==> src/rtl/iaf.sv <==
// iaf -- integrate-and-fire neuron.
//
// Each cycle the weighted sum of the spiking synaptic inputs is added to an
// unsigned membrane potential. The sum saturates at the top of the register,
// then a constant leak is removed with a floor at zero. If the result reaches
// THRESHOLD, a one-cycle spike is registered and the potential returns to 0.
// latinhib clears the potential and suppresses firing. Refractory behaviour
// comes from the external bus ORing spike back into latinhib.
//
// Ports
//   weights_lo [INPUTS]  LSB of each input's 2-bit weight
//   weights_hi [INPUTS]  MSB of each input's 2-bit weight
//   signals    [INPUTS]  per-input spike this cycle
//   clk                  rising-edge clock
//   rstb                 asynchronous reset, active high
//   latinhib             lateral inhibition: clears the potential, blocks firing
//   spike                registered one-cycle firing pulse

// Per-synapse contribution: the 2-bit weight when the input spikes, else 0.
module iaf_syn (
  input  logic       w_lo,
  input  logic       w_hi,
  input  logic       sig,
  output logic [1:0] contrib
);
  assign contrib = sig ? {w_hi, w_lo} : 2'd0;
endmodule

module iaf #(
  parameter int INPUTS    = 25,
  parameter int THRESHOLD = 64,
  parameter int LEAK      = 1,
  parameter int POT_WIDTH = 10
) (
  input  logic [INPUTS-1:0] weights_lo,
  input  logic [INPUTS-1:0] weights_hi,
  input  logic [INPUTS-1:0] signals,
  input  logic              clk,
  input  logic              rstb,
  input  logic              latinhib,
  output logic              spike
);
  // The sum must hold 3*INPUTS without overflow.
  localparam int SUM_W = $clog2(3*INPUTS + 1);
  // The accumulator has one bit above the wider operand, so potential + sum
  // can never wrap before saturation is applied.
  localparam int EW    = ((POT_WIDTH > SUM_W) ? POT_WIDTH : SUM_W) + 1;

  localparam logic [EW-1:0]        POT_MAX = {{(EW-POT_WIDTH){1'b0}}, {POT_WIDTH{1'b1}}};
  localparam logic [POT_WIDTH-1:0] LEAK_P  = POT_WIDTH'(LEAK);

  logic [INPUTS-1:0][1:0] contrib;
  logic [SUM_W-1:0]       sum;
  logic [POT_WIDTH-1:0]   potential;
  logic [EW-1:0]          acc;
  logic [POT_WIDTH-1:0]   sat;
  logic [POT_WIDTH-1:0]   next_pot;
  logic                   fire;

  // One synapse instance per input.
  for (genvar i = 0; i < INPUTS; i++) begin : g_syn
    iaf_syn u_syn (
      .w_lo    (weights_lo[i]),
      .w_hi    (weights_hi[i]),
      .sig     (signals[i]),
      .contrib (contrib[i])
    );
  end

  always_comb begin
    sum = '0;
    for (int i = 0; i < INPUTS; i++)
      sum = sum + SUM_W'(contrib[i]);
  end

  // Saturate first, then leak, so a large sum against a near-full potential
  // settles just below the ceiling rather than wrapping.
  always_comb begin
    acc      = EW'(potential) + EW'(sum);
    sat      = (acc > POT_MAX) ? {POT_WIDTH{1'b1}} : acc[POT_WIDTH-1:0];
    next_pot = (sat >= LEAK_P) ? sat - LEAK_P : '0;
    fire     = 32'(next_pot) >= 32'(THRESHOLD);
  end

  // Inhibition takes priority over firing.
  always_ff @(posedge clk or posedge rstb) begin
    if (rstb) begin
      potential <= '0;
      spike     <= 1'b0;
    end else if (latinhib) begin
      potential <= '0;
      spike     <= 1'b0;
    end else if (fire) begin
      potential <= '0;
      spike     <= 1'b1;
    end else begin
      potential <= next_pot;
      spike     <= 1'b0;
    end
  end
endmodule

==> config.mk <==
export PLATFORM = sky130hd
export DESIGN_NAME = iaf
export DESIGN_NICKNAME = d
export VERILOG_FILES = /design/src/rtl/iaf.sv
export SDC_FILE = /design/constraint.sdc
export NUM_CORES = 1
export LEC_CHECK = 0
export BUFFER_PORTS_ARGS = -buffer_cell sky130_fd_sc_hd__buf_4
export CAP_MARGIN = 10
export CORE_ASPECT_RATIO = 0.75
export CORE_MARGIN = 2
export CORE_UTILIZATION = 48
export CTS_CLUSTER_DIAMETER = 150
export DETAILED_ROUTE_END_ITERATION = 6
export PLACE_DENSITY = 0.84
export SLEW_MARGIN = 15
export SYNTH_ARGS = -nofsm -noshare
export SYNTH_HDL_FRONTEND = slang
export SYNTH_SLANG_ARGS = --single-unit
==> constraint.sdc <==
create_clock -name clk -period 6.85 [get_ports clk]
set_input_delay 0.685 -clock clk [delete_from_list [all_inputs] [get_ports clk]]
set_output_delay 0.685 -clock clk [all_outputs]
set_load 0.1 [all_outputs]
==> results of run 1 <==
cell type report:
type / count / area share [%]
multi-input combinational: 225 / 62.6
sequential: 11 / 7.39
inverter: 46 / 4.63
timing repair buffer: 106 / 21.7
clock buffer: 4 / 1.21
tap: 75 / 2.52
cell usage after synthesis (2+ instances only):
cell type / count
nand2b_1: 2
a21o_1: 3
a21oi_1: 6
ha_1: 28
or2_2: 2
xor2_1: 5
nor3_1: 2
o21ai_0: 5
mux2_2: 2
dfrtp_1: 11
a211oi_1: 4
a311o_1: 2
o211ai_1: 2
a211o_1: 3
buf_2: 2
xnor2_1: 3
fa_1: 47
inv_1: 46
and2_1: 21
o21a_1: 5
nand3_1: 2
or4_1: 2
a2111oi_0: 2
nand2_1: 40
nor2_1: 13
timing repair:
action | in CTS | in global routing
pin swaps | 26 | 17
endpoints found under the setup margin | 6 | 7
setup buffers | 0 | 5
gates resized for setup | 18 | 23
registers in the layout, indices dropped and copies added (netlist names):
register,flops
potential,10
spike,1
metal layers:
layer,global-route usage (%),up-vias,share of wire (%)
met3,2.42,16,6.1
met2,39.7,117,51
met4,6.15,0,1.5
met5,0,-,0
met1,28.3,1151,41
li1,-,1139,-
kinds of logic (layout without fill, tap and decap cells):
family                     after synthesis  count (layout)  share of synthesized area [%]
and+or+nand+nor                         92              92                           17.0
muxes                                    3               3                           1.23
buffers and inverters                   49             156                           7.08
xor gates and xnor gates                 8               8                           2.64
DFF                                     11              11                           10.4
AOI/OAI and AO/OA                       43              43                           12.8
other                                    1               4                          0.141
adders and majority gates               75              75                           48.7
cells in the final DEF, fill, tap and decap left out, types with 7 or more instances in the layout:
cell     Yosys  routed
inv_1       46      39
nand2_1     40      38
fa_1        47      41
dfrtp_1     11      11
buf_4        0     103
inv_2        0       7
and2_4       0       7
and2_1      21      14
ha_1        28      25
nor2_1      13      11
final timing paths:
| check | startpoint | end | slack, ns | cells past startpoint |
|---|---|---|---|---|
| max in group asynchronous | rstb | spike$_DFF_PP0_ | 6.15 | 2 |
| max | signals[17] | potential[3]$_DFF_PP0_ | -0.20 | 25 |
| max reg2reg | potential[1]$_DFF_PP0_ | potential[3]$_DFF_PP0_ | 0.04 | 23 |
| min in group clk | latinhib | spike$_DFF_PP0_ | 0.64 | 2 |
| min reg2reg | potential[9]$_DFF_PP0_ | spike$_DFF_PP0_ | 0.97 | 5 |
| min | rstb | potential[1]$_DFF_PP0_ | 0.43 | 2 |
through the flow:
stage	util [%]	hold slack, ns
global placement	66.0	0.693
finish	70.0	0.428
CTS	67.9	0.447
floorplan	-	0.537
global route	70.0	0.473
detailed placement	66.0	0.695
==> summary.txt, run 1 <==
Run status
  • Outcome: finished, violations left
  • Failing checks: setup timing

Clocking
  • CTS tree: yes
  • Worst-skew pair later-pin latency: between 0.2 and 0.25 ns
  • CTS sink cnt: 11
  • Worst-path clk slew: 0.05 ns
  • CTS root buffer: clkbuf_8
  • CTS HTree Levels: 1
  • CTS max path bufs: 2
  • Cts bufs inserted: 3
  • CTS Hold Bufs: 0

Placed design
  • Port Buf Inserts: between 70 and 80
  • Cell area after placement: 3520 um2
  • Post-DP HPWL: 5710 um
  • Dpl ws: -0.556 ns
  • GPL Wtd Cong: 0.865
  • Post-Place Cells: 458

STA
  • Final WS setup: -0.199 ns
  • Setup TNS Final: -1.01 ns
  • RSZ-0062 raised after global routing: yes
  • Final Hold Viols: 0
  • Final setup fails: 6
  • Slew Limit Fails: 0
  • Slew @ Worst Pin: 0.526 ns
  • Fin crit share: 103%
  • Clk_skew: approximately 0.0047 ns
  • FMAX: 142 MHz
  • Rel. slew slack: 64.8%
  • Fin crit period: 7.05 ns

Cells and area
  • Final instance area: about 3700 um2
  • Area of the multi-input gates: 2330 um2
  • Nets@finish: 546
  • Filler cells: roughly 380
  • ANT cells: 0
  • Non-filler instance count after layout: 467
  • Layout area overhead: 40.5%
  • Sequential Area: 275 um2
  • Share of cells above drive strength 1: 38.8%

Yosys
  • Main flop type after synthesis: dfrtp_1
  • Post-synth EDFFs: 0
  • Area contributors post-synth: fa_1 (35%), ha_1 (13%), dfrtp_1 (10%)
  • Yosys top cell area share: 35.5%
  • Mapped Cells: 282
  • Synth area leader: fa_1
  • Synthesized cell area: approximately 2700 um2
  • Sequential share of the synthesized area: 10.4%
  • Syn_area_per_cell: approximately 9.4 um2
  • Synth warn: 0
  • Post-synthesis cell type count: 47
  • Flops & latches, synth: 11
  • Ys async rst share: between 90% and 100%

Global route
  • GRT overflow: 0
  • All-layer global routing usage: approximately 22%
  • Antenna violations before repair: 0
  • First-pass GRT wire length: approximately 11,000 um
  • Vias in the first global route: 2,430
  • Largest net degree at the start of global routing: 12

Setup path
  • Top delay family on crit path: adder cells
  • CP Buf/Inv Count: 6
  • CP Launch Type: input port
  • Kind of critical path: in -> reg
  • Arrival @ worst endpoint: slightly above 7 ns
  • Most used cell along the critical path: fa_1
  • CP max stage cell: fa_2
  • Required time worst endpoint: 7.01 ns
  • Worst stage delay on the critical path: 0.56 ns
  • CP Capture Type: register
  • Crit-path max FO: 6

Die
  • Initial core utilization: approximately 50%
  • I/O Pins: a little under 80
  • Die Y: 68.4 um
  • Std cell rows: 23
  • DIE AREA: 6140 um2
  • Core area: 5320 um2
  • Die width: around 90 um

Routing
  • Vias: around 2,400
  • Initial DRC count: 241
  • Vias per cell: 5.19
  • Drt pass-1 iters: 5
  • Routed WL: 7100 um
  • DRC Markers: 0
  • Routed len/inst: 15.2 um
  • ANT nets after route: 0

Run
  • Max Cap Violations: 0

Worst hold path
  • Worst Hold Class: in -> async
Power of run 1 is left out: the tool's default activity adds up to more than one toggle a clock period on the data nets, which glitch-free logic cannot reach.
==> run 2, diff against run 1 <==
--- a/config.mk
+++ b/config.mk
@@ -8,11 +8,11 @@
 export BUFFER_PORTS_ARGS = -buffer_cell sky130_fd_sc_hd__buf_4
 export CAP_MARGIN = 10
 export CORE_ASPECT_RATIO = 0.75
-export CORE_MARGIN = 2
+export CORE_MARGIN = 5
 export CORE_UTILIZATION = 48
 export CTS_CLUSTER_DIAMETER = 150
 export DETAILED_ROUTE_END_ITERATION = 6
-export PLACE_DENSITY = 0.84
+export PLACE_DENSITY = 0.9
 export SLEW_MARGIN = 15
 export SYNTH_ARGS = -nofsm -noshare
 export SYNTH_HDL_FRONTEND = slang
==> summary.txt, run 2 (synthesis results as in run 1) <==
Run status
  • Outcome: finished, violations left (unchanged)
  • Failing checks: setup timing (unchanged)

Cells and area
  • Non-filler instance count after layout: 466 (was 467)
  • Nets@finish: 545 (was 546)
  • Most flop-heavy register: potential (unchanged)
  • ANT cells: 0 (unchanged)
  • Max FFs per register: 10 (unchanged)
  • Filler cells: 408 (was 379)
  • Layout area overhead: 40.1% (was 40.5%)
  • Most common cell after layout, fill and taps aside: buf_4 (unchanged)
  • Most frequent cells in the layout: buf_4 (102), inv_1 (42), fa_1 (40), nand2_1 (37), ha_1 (25) (was buf_4 (103), fa_1 (41), inv_1 (39), nand2_1 (38), ha_1 (25))
  • Share of cells above drive strength 1: 37.3% (was 38.8%)
  • Leading registers by flop count: potential x10, spike x1 (unchanged)

Setup path
  • Arrival @ worst endpoint: 7.12 ns (was 7.21 ns)
  • Required time worst endpoint: 7.02 ns (was 7.01 ns)
  • CP Launch Type: input port (unchanged)
  • CP max stage cell: fa_2 (unchanged)
  • Worst stage delay on the critical path: 0.59 ns (was 0.56 ns)
  • CP Cell Sequence: buf_6, and2_4, fa_2, inv_2, fa_2, fa_2, fa_1, xor2_1, xnor2_1, fa_1, fa_1, inv_1, ha_2, buf_4, buf_4, a211o_1, buf_4, a21o_1, a311oi_2, o2111ai_1, a211o_1, a211oi_4, a21boi_2
  • CP Capture Type: register (unchanged)
  • Crit-path max FO: 6 (unchanged)
  • Kind of critical path: in -> reg (unchanged)

Clocking
  • CTS tree: yes (unchanged)
  • CTS sink cnt: 11 (unchanged)
  • CTS root buffer: clkbuf_8 (unchanged)
  • Worst-path clk slew: 0.05 ns (about the same)
  • CTS max path bufs: 2 (unchanged)
  • Cts bufs inserted: 3 (unchanged)
  • CTS HTree Levels: 1 (unchanged)
  • CTS Hold Bufs: 0 (unchanged)
  • Worst-skew pair later-pin latency: 0.24 ns (was 0.23 ns)

Die
  • DIE AREA: 7130 um2 (was 6140 um2)
  • Std cell rows: 23 (unchanged)
  • Die width: 95.8 um (was 89.8 um)
  • Core area: 5350 um2 (was 5320 um2)
  • I/O Pins: 79 (unchanged)
  • Die Y: 74.4 um (was 68.4 um)
  • Initial core utilization: 49.6% (was 49.8%)

Routing
  • Vias: 2,470 (was 2,423)
  • Initial DRC count: 209 (was 241)
  • Vias per cell: 5.30 (was 5.19)
  • ANT nets after route: 0 (unchanged)
  • Routed len/inst: 15.7 um (was 15.2 um)
  • Drt pass-1 iters: 4 (was 5)
  • DRC Markers: 0 (unchanged)
  • Routed WL: 7320 um (was 7100 um)

Placed design
  • Post-DP HPWL: 6330 um (was 5710 um)
  • Post-Place Cells: 458 (unchanged)
  • GPL Wtd Cong: 0.864 (was 0.865)
  • Port Buf Inserts: 78 (unchanged)

Global route
  • Largest net degree at the start of global routing: 12 (unchanged)
  • Antenna violations before repair: 0 (unchanged)
  • All-layer global routing usage: 20.9% (was 21.8%)
  • Vias in the first global route: 2,663 (was 2,430)
  • GRT overflow: 0 (unchanged)
  • First-pass GRT wire length: 11,600 um (was 10,800 um)

Run
  • Max Cap Violations: 0 (unchanged)

STA
  • Final WS setup: -0.106 ns (was -0.199 ns)
  • RSZ-0062 raised after global routing: yes (unchanged)
  • Final setup fails: 6 (unchanged)
  • Slew @ Worst Pin: 0.586 ns (was 0.526 ns)
  • Clk_skew: 0.00463 ns (was 0.00471 ns)
  • FMAX: 144 MHz (was 142 MHz)
  • Fin crit share: 102% (was 103%)
  • Final Hold Viols: 0 (unchanged)
  • Setup TNS Final: -0.402 ns (was -1.01 ns)
  • Fin crit period: 6.96 ns (was 7.05 ns)
  • Slew Limit Fails: 0 (unchanged)
  • Rel. slew slack: 60.8% (was 64.8%)

Worst hold path
  • Worst Hold Class: in -> async (unchanged)
## run 2: routing by layer
metal,wire (um),GRT usage (%),vias to the layer above,share of wire (%)
met1,2700,26.0,1190,37
met5,0,0,-,0
met3,608,2.73,17,8.3
li1,-,-,1132,-
met4,184,7.73,0,2.5
met2,3830,37.4,131,52
## run 2: cell type report
class / instances / area [um2] / area share (%)
Clock buffer: 3 / 41.3 / 1.11
Sequential cell: 11 / 275 / 7.40
Inverter: 46 / 173 / 4.64
Multi-Input combinational cell: 225 / 2330 / 62.7
Timing Repair Buffer: 105 / 800 / 21.5
Clock inverter: 1 / 5.00 / 0.135
Tap cell: 75 / 93.8 / 2.52
## run 2: timing repair
action                                  4_1_cts  5_1_grt
pin swaps                                    25       17
endpoints found under the setup margin        7        7
setup buffers                                 2        3
resized for setup                            22       12
## run 2: stage by stage
| step | util (%) | cell area (um2) | hold WS [ns] | worst slack, ns |
|---|---|---|---|---|
| after global placement | 65.7 | 3520 | 0.690 | -0.386 |
| after global routing | 69.4 | 3720 | 0.473 | -0.375 |
| after CTS | 67.8 | 3630 | 0.447 | -0.0391 |
| after floorplan | - | 2680 | 0.537 | 0.00478 |
| after detailed placement | 65.7 | 3520 | 0.705 | -0.541 |
| final | 69.4 | 3720 | 0.444 | -0.106 |
## run 2: final timing paths
check                                       start                endpoint  slack [ns]  depth (start not counted)
max                                    signals[4]  potential[5]$_DFF_PP0_       -0.11                         23
max in group asynchronous                    rstb  potential[6]$_DFF_PP0_        6.10                          2
max reg2reg                potential[1]$_DFF_PP0_  potential[5]$_DFF_PP0_        0.13                         22
min in group clk                         latinhib         spike$_DFF_PP0_        0.64                          2
min reg2reg                potential[9]$_DFF_PP0_         spike$_DFF_PP0_        1.05                          5
min                                          rstb  potential[1]$_DFF_PP0_        0.44                          2
## run 2: worst max-delay path: cells and delay by family
kind            cells  cell delay (ns)
buf+inv             6             0.59
compound gates      7             2.04
simple gates        1             0.15
xor+xnor            2             0.34
fa+ha+maj           7             3.30
Power of run 2 is left out for the same reason.
==> run 3, diff against run 2 <==
--- a/config.mk
+++ b/config.mk
@@ -9,10 +9,11 @@
 export CAP_MARGIN = 10
 export CORE_ASPECT_RATIO = 0.75
 export CORE_MARGIN = 5
-export CORE_UTILIZATION = 48
+export CORE_UTILIZATION = 54
 export CTS_CLUSTER_DIAMETER = 150
 export DETAILED_ROUTE_END_ITERATION = 6
-export PLACE_DENSITY = 0.9
+export GPL_ROUTABILITY_DRIVEN = 1
+export PLACE_DENSITY = 0.95
 export SLEW_MARGIN = 15
 export SYNTH_ARGS = -nofsm -noshare
 export SYNTH_HDL_FRONTEND = slang
==> constraint.sdc (replaced) <==
create_clock -name clk -period 6.8 [get_ports clk]
set_input_delay 0.68 -clock clk [delete_from_list [all_inputs] [get_ports clk]]
set_output_delay 0.68 -clock clk [all_outputs]
set_load 0.1 [all_outputs]
==> summary.txt, run 3 (synthesis results as in run 1) <==
Setup path
  • CP Capture Type: register (unchanged)
  • Arrival @ worst endpoint: 7.19 ns (was 7.12 ns)
  • R2R depth: 24 (was 22)
  • Crit path from: signals[5] (was signals[4])
  • Crit-path max FO: 6 (unchanged)
  • Required time worst endpoint: 6.97 ns (was 7.02 ns)
  • CP Launch Type: input port (unchanged)
  • Kind of critical path: in -> reg (unchanged)
  • Worst r2r src: potential[0]$_DFF_PP0_ (was potential[1]$_DFF_PP0_)

Die
  • Std cell rows: 22 (was 23)
  • Initial core utilization: 55.1% (was 49.6%)
  • Core area: 4820 um2 (was 5350 um2)
  • Die width: 90.9 um (was 95.8 um)
  • DIE AREA: 6430 um2 (was 7130 um2)
  • I/O Pins: 79 (unchanged)
  • Die Y: 70.7 um (was 74.4 um)

Cells and area
  • Max FFs per register: 10 (unchanged)
  • Final instance area: 3750 um2 (was 3720 um2)
  • Layout area overhead: 41.4% (was 40.1%)
  • Most common cell after layout, fill and taps aside: buf_4 (unchanged)
  • Filler cells: 285 (was 408)
  • Post-layout util: 77.9% (was 69.4%)
  • Share of cells above drive strength 1: 38.4% (was 37.3%)
  • ANT cells: 0 (unchanged)
  • Leading registers by flop count: potential x10, spike x1 (unchanged)
  • Nets@finish: 547 (was 545)
  • Most frequent cells in the layout: buf_4 (102), fa_1 (44), inv_1 (41), nand2_1 (37), ha_1 (25) (was buf_4 (102), inv_1 (42), fa_1 (40), nand2_1 (37), ha_1 (25))
  • Most flop-heavy register: potential (unchanged)

STA
  • Slew @ Worst Pin: 0.602 ns (was 0.586 ns)
  • Final Hold Viols: 0 (unchanged)
  • Final setup fails: 7 (was 6)
  • FMAX: 142 MHz
  • Slew Limit Fails: 0 (unchanged)
  • Rel. slew slack: 59.7% (was 60.8%)
  • Final WS setup: -0.225 ns (was -0.106 ns)
  • Fin crit share: 103%
  • Clk_skew: 0.00619 ns (was 0.00463 ns)
  • RSZ-0062 raised after global routing: yes (unchanged)
  • Fin crit period: between 7 and 8 ns

Run status
  • Failing checks: setup timing (unchanged)
  • Outcome: finished, violations left (unchanged)

Routing
  • DRC Markers: 0 (unchanged)
  • ANT nets after route: 0 (unchanged)
  • Vias per cell: 5.64 (was 5.30)
  • Routed len/inst: 17.5 um (was 15.7 um)
  • Vias: 2,554 (was 2,470)
  • Routed WL: 7920 um (was 7320 um)
  • Initial DRC count: 160 (was 209)
  • Drt pass-1 iters: 5 (was 4)

Clocking
  • CTS tree: yes (unchanged)
  • Cts bufs inserted: 3 (unchanged)
  • CTS max path bufs: 2 (unchanged)
  • CTS HTree Levels: 1 (unchanged)
  • Worst-path clk slew: 0.06 ns (was 0.05 ns)
  • CTS root buffer: clkbuf_8 (unchanged)
  • Worst-skew pair later-pin latency: 0.24 ns (about the same)
  • CTS sink cnt: 11 (unchanged)
  • CTS Hold Bufs: 0 (unchanged)

Placed design
  • Port Buf Inserts: 78 (unchanged)
  • GPL Wtd Cong: 0.891 (was 0.864)
  • Cell area after placement: 3470 um2 (was 3520 um2)
  • Post-DP HPWL: 6290 um (was 6330 um)

Global route
  • GRT overflow: 0 (unchanged)
  • First-pass GRT wire length: 11,900 um (was 11,600 um)
  • All-layer global routing usage: 22.5% (was 20.9%)
  • Antenna violations before repair: 0 (unchanged)
  • Largest net degree at the start of global routing: 12 (unchanged)
  • Vias in the first global route: 2,698 (was 2,663)

Worst hold path
  • Worst Hold Class: in -> async (unchanged)

Run
  • Max Cap Violations: 0 (unchanged)
run 3: cell types whose count changed in the layout (fill, tap and decap cells not counted), sizes merged:
| cell | change |
|---|---|
| buf | +2 |
run 3: metal layers:
| metal | global-route usage [%] | vias up | routed length [um] |
|---|---|---|---|
| met5 | 0 | - | 0 |
| met4 | 7.17 | 0 | 374 |
| met3 | 4.25 | 47 | 579 |
| met2 | 39.7 | 158 | 4030 |
| met1 | 28.0 | 1210 | 2930 |
| li1 | - | 1139 | - |
run 3: final cells by class:
class,instances,area (um2),area share [%]
inverter,46,173,4.60
multi-input combinational,225,2360,62.8
tap,60,75.1,2.00
timing repair buffer,107,826,22.0
sequential,11,275,7.34
clock inverter,1,5.00,0.133
clock buffer,3,41.3,1.10
run 3: critical path, stage by stage:
cell and delay, ns:
buf_6 0.09, and2_4 0.15, fa_1 0.55, inv_2 0.05
fa_1 0.52, fa_1 0.54, fa_1 0.55, xor2_2 0.21
xnor2_2 0.16, fa_1 0.56, fa_1 0.41, inv_1 0.07
ha_2 0.18, inv_2 0.04, fa_2 0.43, nand2b_4 0.18
a21oi_4 0.14, a311o_1 0.28, nor2_2 0.10, ha_4 0.18
nand2_4 0.08, a2111oi_4 0.06, buf_4 0.15, a211o_1 0.31
a211oi_4 0.30, a21boi_2 0.20
run 3: timing repair:
action	4_1_cts	5_1_grt
resized for setup	19	22
pin swaps	25	24
endpoints found under the setup margin	6	7
buffers inserted	2	9
run 3: metrics by stage:
stage                     hold slack (ns)  setup TNS [ns]  std cells  worst slack (ns)
after floorplan                     0.532               0        285           0.00451
after global placement              0.681           -1.95        438            -0.334
after detailed placement            0.695           -2.98        438            -0.482
after CTS                           0.440          -0.526        444            -0.106
after global routing                0.484           -2.75        453            -0.424
final                               0.433           -1.42        453            -0.225
run 3: worst paths after layout:
check                                    endpoint  slack, ns
max in group asynchronous  potential[5]$_DFF_PP0_       6.06
min reg2reg                       spike$_DFF_PP0_       1.06
max                        potential[5]$_DFF_PP0_      -0.22
min in group clk                  spike$_DFF_PP0_       0.63
max reg2reg                potential[5]$_DFF_PP0_       0.07
min                               spike$_DFF_PP0_       0.43
Power of run 3 is left out for the same reason.
